==> config.mk <==
export PLATFORM = sky130hd
export DESIGN_NAME = display_driver_bcm
export DESIGN_NICKNAME = d
export VERILOG_FILES = /design/src/rtl/display_driver_bcm.sv
export SDC_FILE = /design/constraint.sdc
export NUM_CORES = 1
export LEC_CHECK = 0
export ABC_AREA = 1
export CORE_ASPECT_RATIO = 0.9
export CORE_MARGIN = 10
export CORE_UTILIZATION = 30
export CTS_CLUSTER_SIZE = 14
export DETAILED_ROUTE_END_ITERATION = 8
export GPL_ROUTABILITY_DRIVEN = 0
export HOLD_SLACK_MARGIN = 0.02
export MAX_ROUTING_LAYER = met4
export PLACE_DENSITY = 0.45
export SYNTH_ARGS = -nofsm -noshare
export SYNTH_HDL_FRONTEND = slang
export SYNTH_SLANG_ARGS = --single-unit
==> constraint.sdc <==
create_clock -name clk -period 6.4 [get_ports clk]
set_input_delay 1.6 -clock clk [delete_from_list [all_inputs] [get_ports clk]]
set_output_delay 1.6 -clock clk [all_outputs]
set_load 0.1 [all_outputs]
==> src/rtl/display_driver_bcm.sv <==
// HUB75-style scan controller with binary-coded-modulation bit planes.
// It also provides latched global brightness and a frame-boundary buffer flip handshake.
module display_driver_bcm #(
  parameter int ROWS               = 16,
  parameter int COLUMNS            = 64,
  parameter int PLANES             = 8,
  parameter int BASE_HOLD          = 4,
  parameter int LATCH_DELAY        = 4,
  parameter int BW                 = 4,
  parameter int DEFAULT_BRIGHTNESS = (1 << BW) - 1,
  localparam int RW  = (ROWS > 1) ? $clog2(ROWS) : 1,
  localparam int CW  = (COLUMNS > 1) ? $clog2(COLUMNS) : 1,
  localparam int PLW = (PLANES > 1) ? $clog2(PLANES) : 1
) (
  input  logic           clk,
  input  logic           rst,
  input  logic [BW-1:0]  brightness,
  input  logic           flip_req,
  output logic [RW-1:0]  row,
  output logic [CW-1:0]  column,
  output logic [PLW-1:0] plane,
  output logic           oclk,
  output logic           lat,
  output logic           oe,
  output logic           flip_ack,
  output logic           frame_end
);

  // Wide enough for BASE_HOLD << (PLANES-1) scaled by up to 2^BW.
  localparam int HW  = $clog2(BASE_HOLD) + PLANES + BW;
  localparam int LDW = $clog2(LATCH_DELAY + 1);

  typedef enum logic [3:0] {
    ADDR, VALUE, ENCODE, COL_H, COL_L, LAT, LAT_WAIT, HOLD, STEP
  } state_t;

  state_t          state;
  logic [HW-1:0]   h_cnt;
  logic [LDW-1:0]  wait_cnt;
  logic [BW-1:0]   bright_q;
  logic [HW-1:0]   hold_len;
  logic [HW-1:0]   on_time;
  logic [CW-1:0]   next_col;
  logic            last_slot;

  always_comb begin
    hold_len  = HW'(BASE_HOLD) << plane;
    on_time   = (hold_len * (HW'(bright_q) + HW'(1))) >> BW;
    next_col  = (column == CW'(COLUMNS - 1)) ? '0 : column + CW'(1);
    last_slot = (row == RW'(ROWS - 1)) && (plane == PLW'(PLANES - 1));
  end

  // Outputs are registered for the state being entered, so they line up with the state cycle.
  always_ff @(posedge clk) begin
    if (rst) begin
      state     <= ADDR;
      row       <= '0;
      column    <= '0;
      plane     <= '0;
      oclk      <= 1'b0;
      lat       <= 1'b1;
      oe        <= 1'b1;
      flip_ack  <= 1'b0;
      frame_end <= 1'b0;
      bright_q  <= BW'(DEFAULT_BRIGHTNESS);
      h_cnt     <= '0;
      wait_cnt  <= '0;
    end else begin
      oclk      <= 1'b0;
      lat       <= 1'b1;
      oe        <= 1'b1;
      flip_ack  <= 1'b0;
      frame_end <= 1'b0;
      case (state)
        ADDR:  state <= VALUE;
        VALUE: state <= ENCODE;
        ENCODE: begin
          column <= next_col;
          oclk   <= 1'b1;
          state  <= COL_H;
        end
        COL_H: state <= COL_L;
        // Column wrapped back to 0 means all COLUMNS bits have been clocked out.
        COL_L: begin
          if (column == '0) begin
            lat   <= 1'b0;
            state <= LAT;
          end else begin
            column <= next_col;
            oclk   <= 1'b1;
            state  <= COL_H;
          end
        end
        LAT: begin
          wait_cnt <= '0;
          state    <= LAT_WAIT;
        end
        LAT_WAIT: begin
          if (wait_cnt == LDW'(LATCH_DELAY - 1)) begin
            h_cnt <= '0;
            oe    <= (on_time == '0);
            state <= HOLD;
          end else begin
            wait_cnt <= wait_cnt + LDW'(1);
          end
        end
        HOLD: begin
          if (h_cnt == hold_len - HW'(1)) begin
            frame_end <= last_slot;
            flip_ack  <= last_slot & flip_req;
            if (last_slot) bright_q <= brightness;
            state <= STEP;
          end else begin
            h_cnt <= h_cnt + HW'(1);
            oe    <= ((h_cnt + HW'(1)) >= on_time);
          end
        end
        // Addresses move on leaving STEP so both neighbouring cycles have oe high.
        STEP: begin
          if (plane == PLW'(PLANES - 1)) begin
            plane <= '0;
            row   <= (row == RW'(ROWS - 1)) ? '0 : row + RW'(1);
          end else begin
            plane <= plane + PLW'(1);
          end
          state <= ADDR;
        end
        default: state <= ADDR;
      endcase
    end
  end

endmodule

==> summary.txt <==
Status
  • Run status: completed

Timing
  • Worst-Margin Slew: roughly 1100 ps
  • Crit path time final: around 5200 ps
  • Setup TNS Final: 0 ps
  • Slew Viols, Final: 0
  • FMAX: 193 MHz
  • Slew margin rel.: 26.9%
  • Worst hold margin: 474 ps
  • Final period util: between 80% and 90%
  • Clk_skew: between 4 and 5 ps
  • PnR worst setup slack: 1220 ps
  • Final Hold Viols: 0
  • Unrepaired setup endpoints after global routing: false
  • Final setup violation count: 0

Final layout
  • Final core occ: 34.2%
  • Layout cell share with drive strength beyond 1: 4.02%
  • Area growth syn-to-layout: 12.7%
  • Filler Cell Count: 1567
  • Final-stage net count: 737
  • Ant diodes: 0
  • Finished Layout Cells: 864

Flow run
  • Maximum Capacitance Violations: 0

Clock network
  • CTS H-tree depth: 2
  • TritonCTS buffer count: 5
  • CTS max path bufs: 2
  • Worst-Skew Late Latency: 290 ps
  • Post CTS Setup Buffer Count: 0
  • Sink Count: 43
  • Worst-path clk slew: approximately 70 ps
  • Hold-fix buffers, CTS: 0
  • CTS Root Cell: clkbuf_16
  • TritonCTS clock tree: done
  • PostCTS Resize Cnt: 0

Synthesis
  • Synth Area in Compound Gates: 7.71%
  • XOR/XNOR Fraction of Synth Area: under 10%
  • Multiplexer area fraction after synthesis: 0%
  • Number of synthesis warnings: 0
  • Cells after Synth: roughly 650
  • Adder-Cell Fraction of Synth Area: 20.7%
  • Post-Synth Simple-Gate Area: 36.1%
  • Syn Nets: roughly 700
  • Mapped Area: 4240 µm²
  • Count of cell types in the netlist: 35
  • Register area share after synthesis: 20.3%
  • EDFF count, synth: 0
  • Syn_area_per_cell: 6.50 µm²
  • Ys async rst share: 0%
  • Top_reg_cell synth: dfxtp_1
  • Synthesis-stage register bit count: 43
  • Largest family of logic cells by synthesized area: simple AND/OR/NAND/NOR gates

Floorplanning
  • Row count: 41
  • Die area: 19300 µm²
  • Core Region: about 14000 µm²
  • Initial Util: 30.4%
  • Die Width: approximately 150 µm
  • # IOs: 25
  • Height of the die: 133 µm

Global route
  • First-pass GRT wire length: between 15000 and 20000 µm
  • Gr usage total: around an eighth
  • Vias in the first global route: 3964
  • Largest net degree at the start of global routing: 33
  • Gr ovfl total: 0
  • Initial antenna violation count: 0

Routing
  • Routed length per placed instance: 13.7 µm
  • First-pass DRT Iterations: 5
  • Routed vias: around 4000
  • # DRC: 0
  • Routed Wire Length: 11800 µm
  • Detail Route Antenna Nets: 0
  • Via-to-Cell Ratio: 4.67
  • DR iter-0 viols: 252

Worst hold path
  • Hold Crit Class: flip-flop to flip-flop
  • Min-delay src: wait_cnt[1]$_SDFFE_PP0P_

Worst setup path
  • CP Class: flip-flop to flip-flop
  • Critical path's slowest cell: fa_1
  • Worst EP required: approximately 6500 ps
  • Worst reg2reg startpoint: plane[0]$_SDFFE_PP0P_
  • CP Capture Type: flip-flop
  • Top cell by count, worst path: nor2_1
  • Largest stage delay, worst path: 540 ps
  • Startpoint types: flip-flop
  • Arrival time worst endpoint: 5310 ps
  • Crit Path Max Fanout: 6
  • CP top delay family: adder cells
  • Crit path from: plane[0]$_SDFFE_PP0P_
  • WP buf/inv: 4

Pwr
  • Net Sw Frac: 27.4%
  • Leak: around 2.4 nW
  • Reg power frac: 46.3%
  • Peak supply drop: about 0.14 mV
  • Comb pwr share: 10.0%
  • Clock power frac: 43.7%
  • Pint: about 0.43 mW
  • P_sw: 0.164 mW
  • P per Cell Area: ~130 nW/µm²

Placement
  • Post-Place Setup Slack: 1270 ps
  • # port buffers: 24
  • Post-DP HPWL: a little over 9000 µm
  • Inst Count DP: 856
worst register-to-register path, cell delays in order, from the launching register on:
cell	delay, ps
dfxtp_1	380
ha_1	260
ha_1	300
inv_1	190
nor2_1	190
fa_1	460
fa_1	540
inv_1	50
fa_1	520
inv_1	40
ha_1	350
nand2_1	110
inv_1	90
nand3_1	70
nor2_1	100
nand2_1	50
nand3_1	100
nor2_1	50
nor2_1	170
ha_1	270
nand2_1	90
o21ai_0	90
nor2_1	130
nand3_1	90
nor2_1	100
nand3_1	70
nand2_1	60
nand4_1	100
cell usage after synthesis, types with 4 or more instances:
master | n | area share [%]
a21oi_1 | 42 | 5.0
buf_6 | 4 | 1.1
clkbuf_1 | 4 | 0.35
dfxtp_1 | 43 | 20
fa_1 | 17 | 8.0
ha_1 | 43 | 13
inv_1 | 106 | 9.4
nand2_1 | 145 | 13
nand2_2 | 6 | 0.89
nand3_1 | 60 | 7.1
nand3b_1 | 5 | 0.89
nand4_1 | 13 | 1.9
nor2_1 | 91 | 8.1
nor2_2 | 4 | 0.59
nor3_1 | 15 | 1.8
o21ai_0 | 14 | 1.7
xor2_1 | 15 | 3.1
layout make-up:
| cell class | count | area [µm²] | share of cell area, % |
|---|---|---|---|
| Clock buffer | 6 | 129 | 2.70 |
| Clock inverter | 2 | 12.5 | 0.262 |
| Inverter | 107 | 402 | 8.41 |
| Multi-Input combinational cell | 489 | 2890 | 60.5 |
| Sequential cell | 43 | 861 | 18.0 |
| Tap cell | 193 | 241 | 5.06 |
| Timing Repair Buffer | 24 | 240 | 5.03 |
power groups by stage:
stage	Combinational [mW]	Clock, mW	Sequential (mW)
after floorplan	0.0292	0	0.298
after global placement	0.0595	0	0.283
after detailed placement	0.0598	0	0.283
after CTS	0.0600	0.270	0.277
after global routing	0.0663	0.277	0.278
final	0.0598	0.262	0.277
placed cells by master, fill, tap and decap left out, types with 2 or more instances in the layout:
cell	count
a21oi_1	42
clkbuf_16	5
clkdlybuf4s50_1	24
dfxtp_1	43
fa_1	17
ha_1	43
inv_1	106
nand2_1	145
nand2_2	6
nand3_1	60
nand3_2	2
nand3b_1	5
nand4_1	13
nor2_1	91
nor2_2	4
nor3_1	15
o21ai_0	14
or2_2	3
xnor2_1	3
xor2_1	15
worst paths after layout:
| kind | to | slack, ps | cells past startpoint |
|---|---|---|---|
| setup / recovery | oe$_SDFF_PP1_ | 1220 | 27 |
| hold / removal | wait_cnt[1]$_SDFFE_PP0P_ | 470 | 2 |
| setup reg to reg | oe$_SDFF_PP1_ | 1220 | 27 |
| hold reg to reg | wait_cnt[1]$_SDFFE_PP0P_ | 470 | 2 |
sequential cells by signal (all words and copies together) (netlist names), 3 cells and up:
name,count
bright_q,4
row,4
wait_cnt,3
state,4
plane,3
column,6
h_cnt,14
per-stage QoR:
stage / area (µm²) / total power [mW]
floorplan: 4240 / 0.327
global placement: 4630 / 0.343
detailed placement: 4630 / 0.343
CTS: 4780 / 0.608
global route: 4780 / 0.621
finish: 4780 / 0.599
routing by layer:
| layer | up-vias | track usage [%] | share of wire (%) |
|---|---|---|---|
| met5 | - | - | 0 |
| met4 | 0 | 2.86 | 1.1 |
| met3 | 10 | 1.94 | 3.5 |
| met2 | 74 | 19.5 | 45 |
| met1 | 1841 | 16.4 | 50 |
| li1 | 2106 | - | - |
cells by family after synthesis:
| logic type | count (synthesis) |
|---|---|
| flip-flops | 43 |
| XOR/XNOR | 18 |
| AO/OA/AOI/OAI | 62 |
| AND/OR/NAND/NOR | 349 |
| buffers and inverters | 120 |
| adder cells (fa/ha/maj) | 60 |
Power figures use the tool's default switching activity.
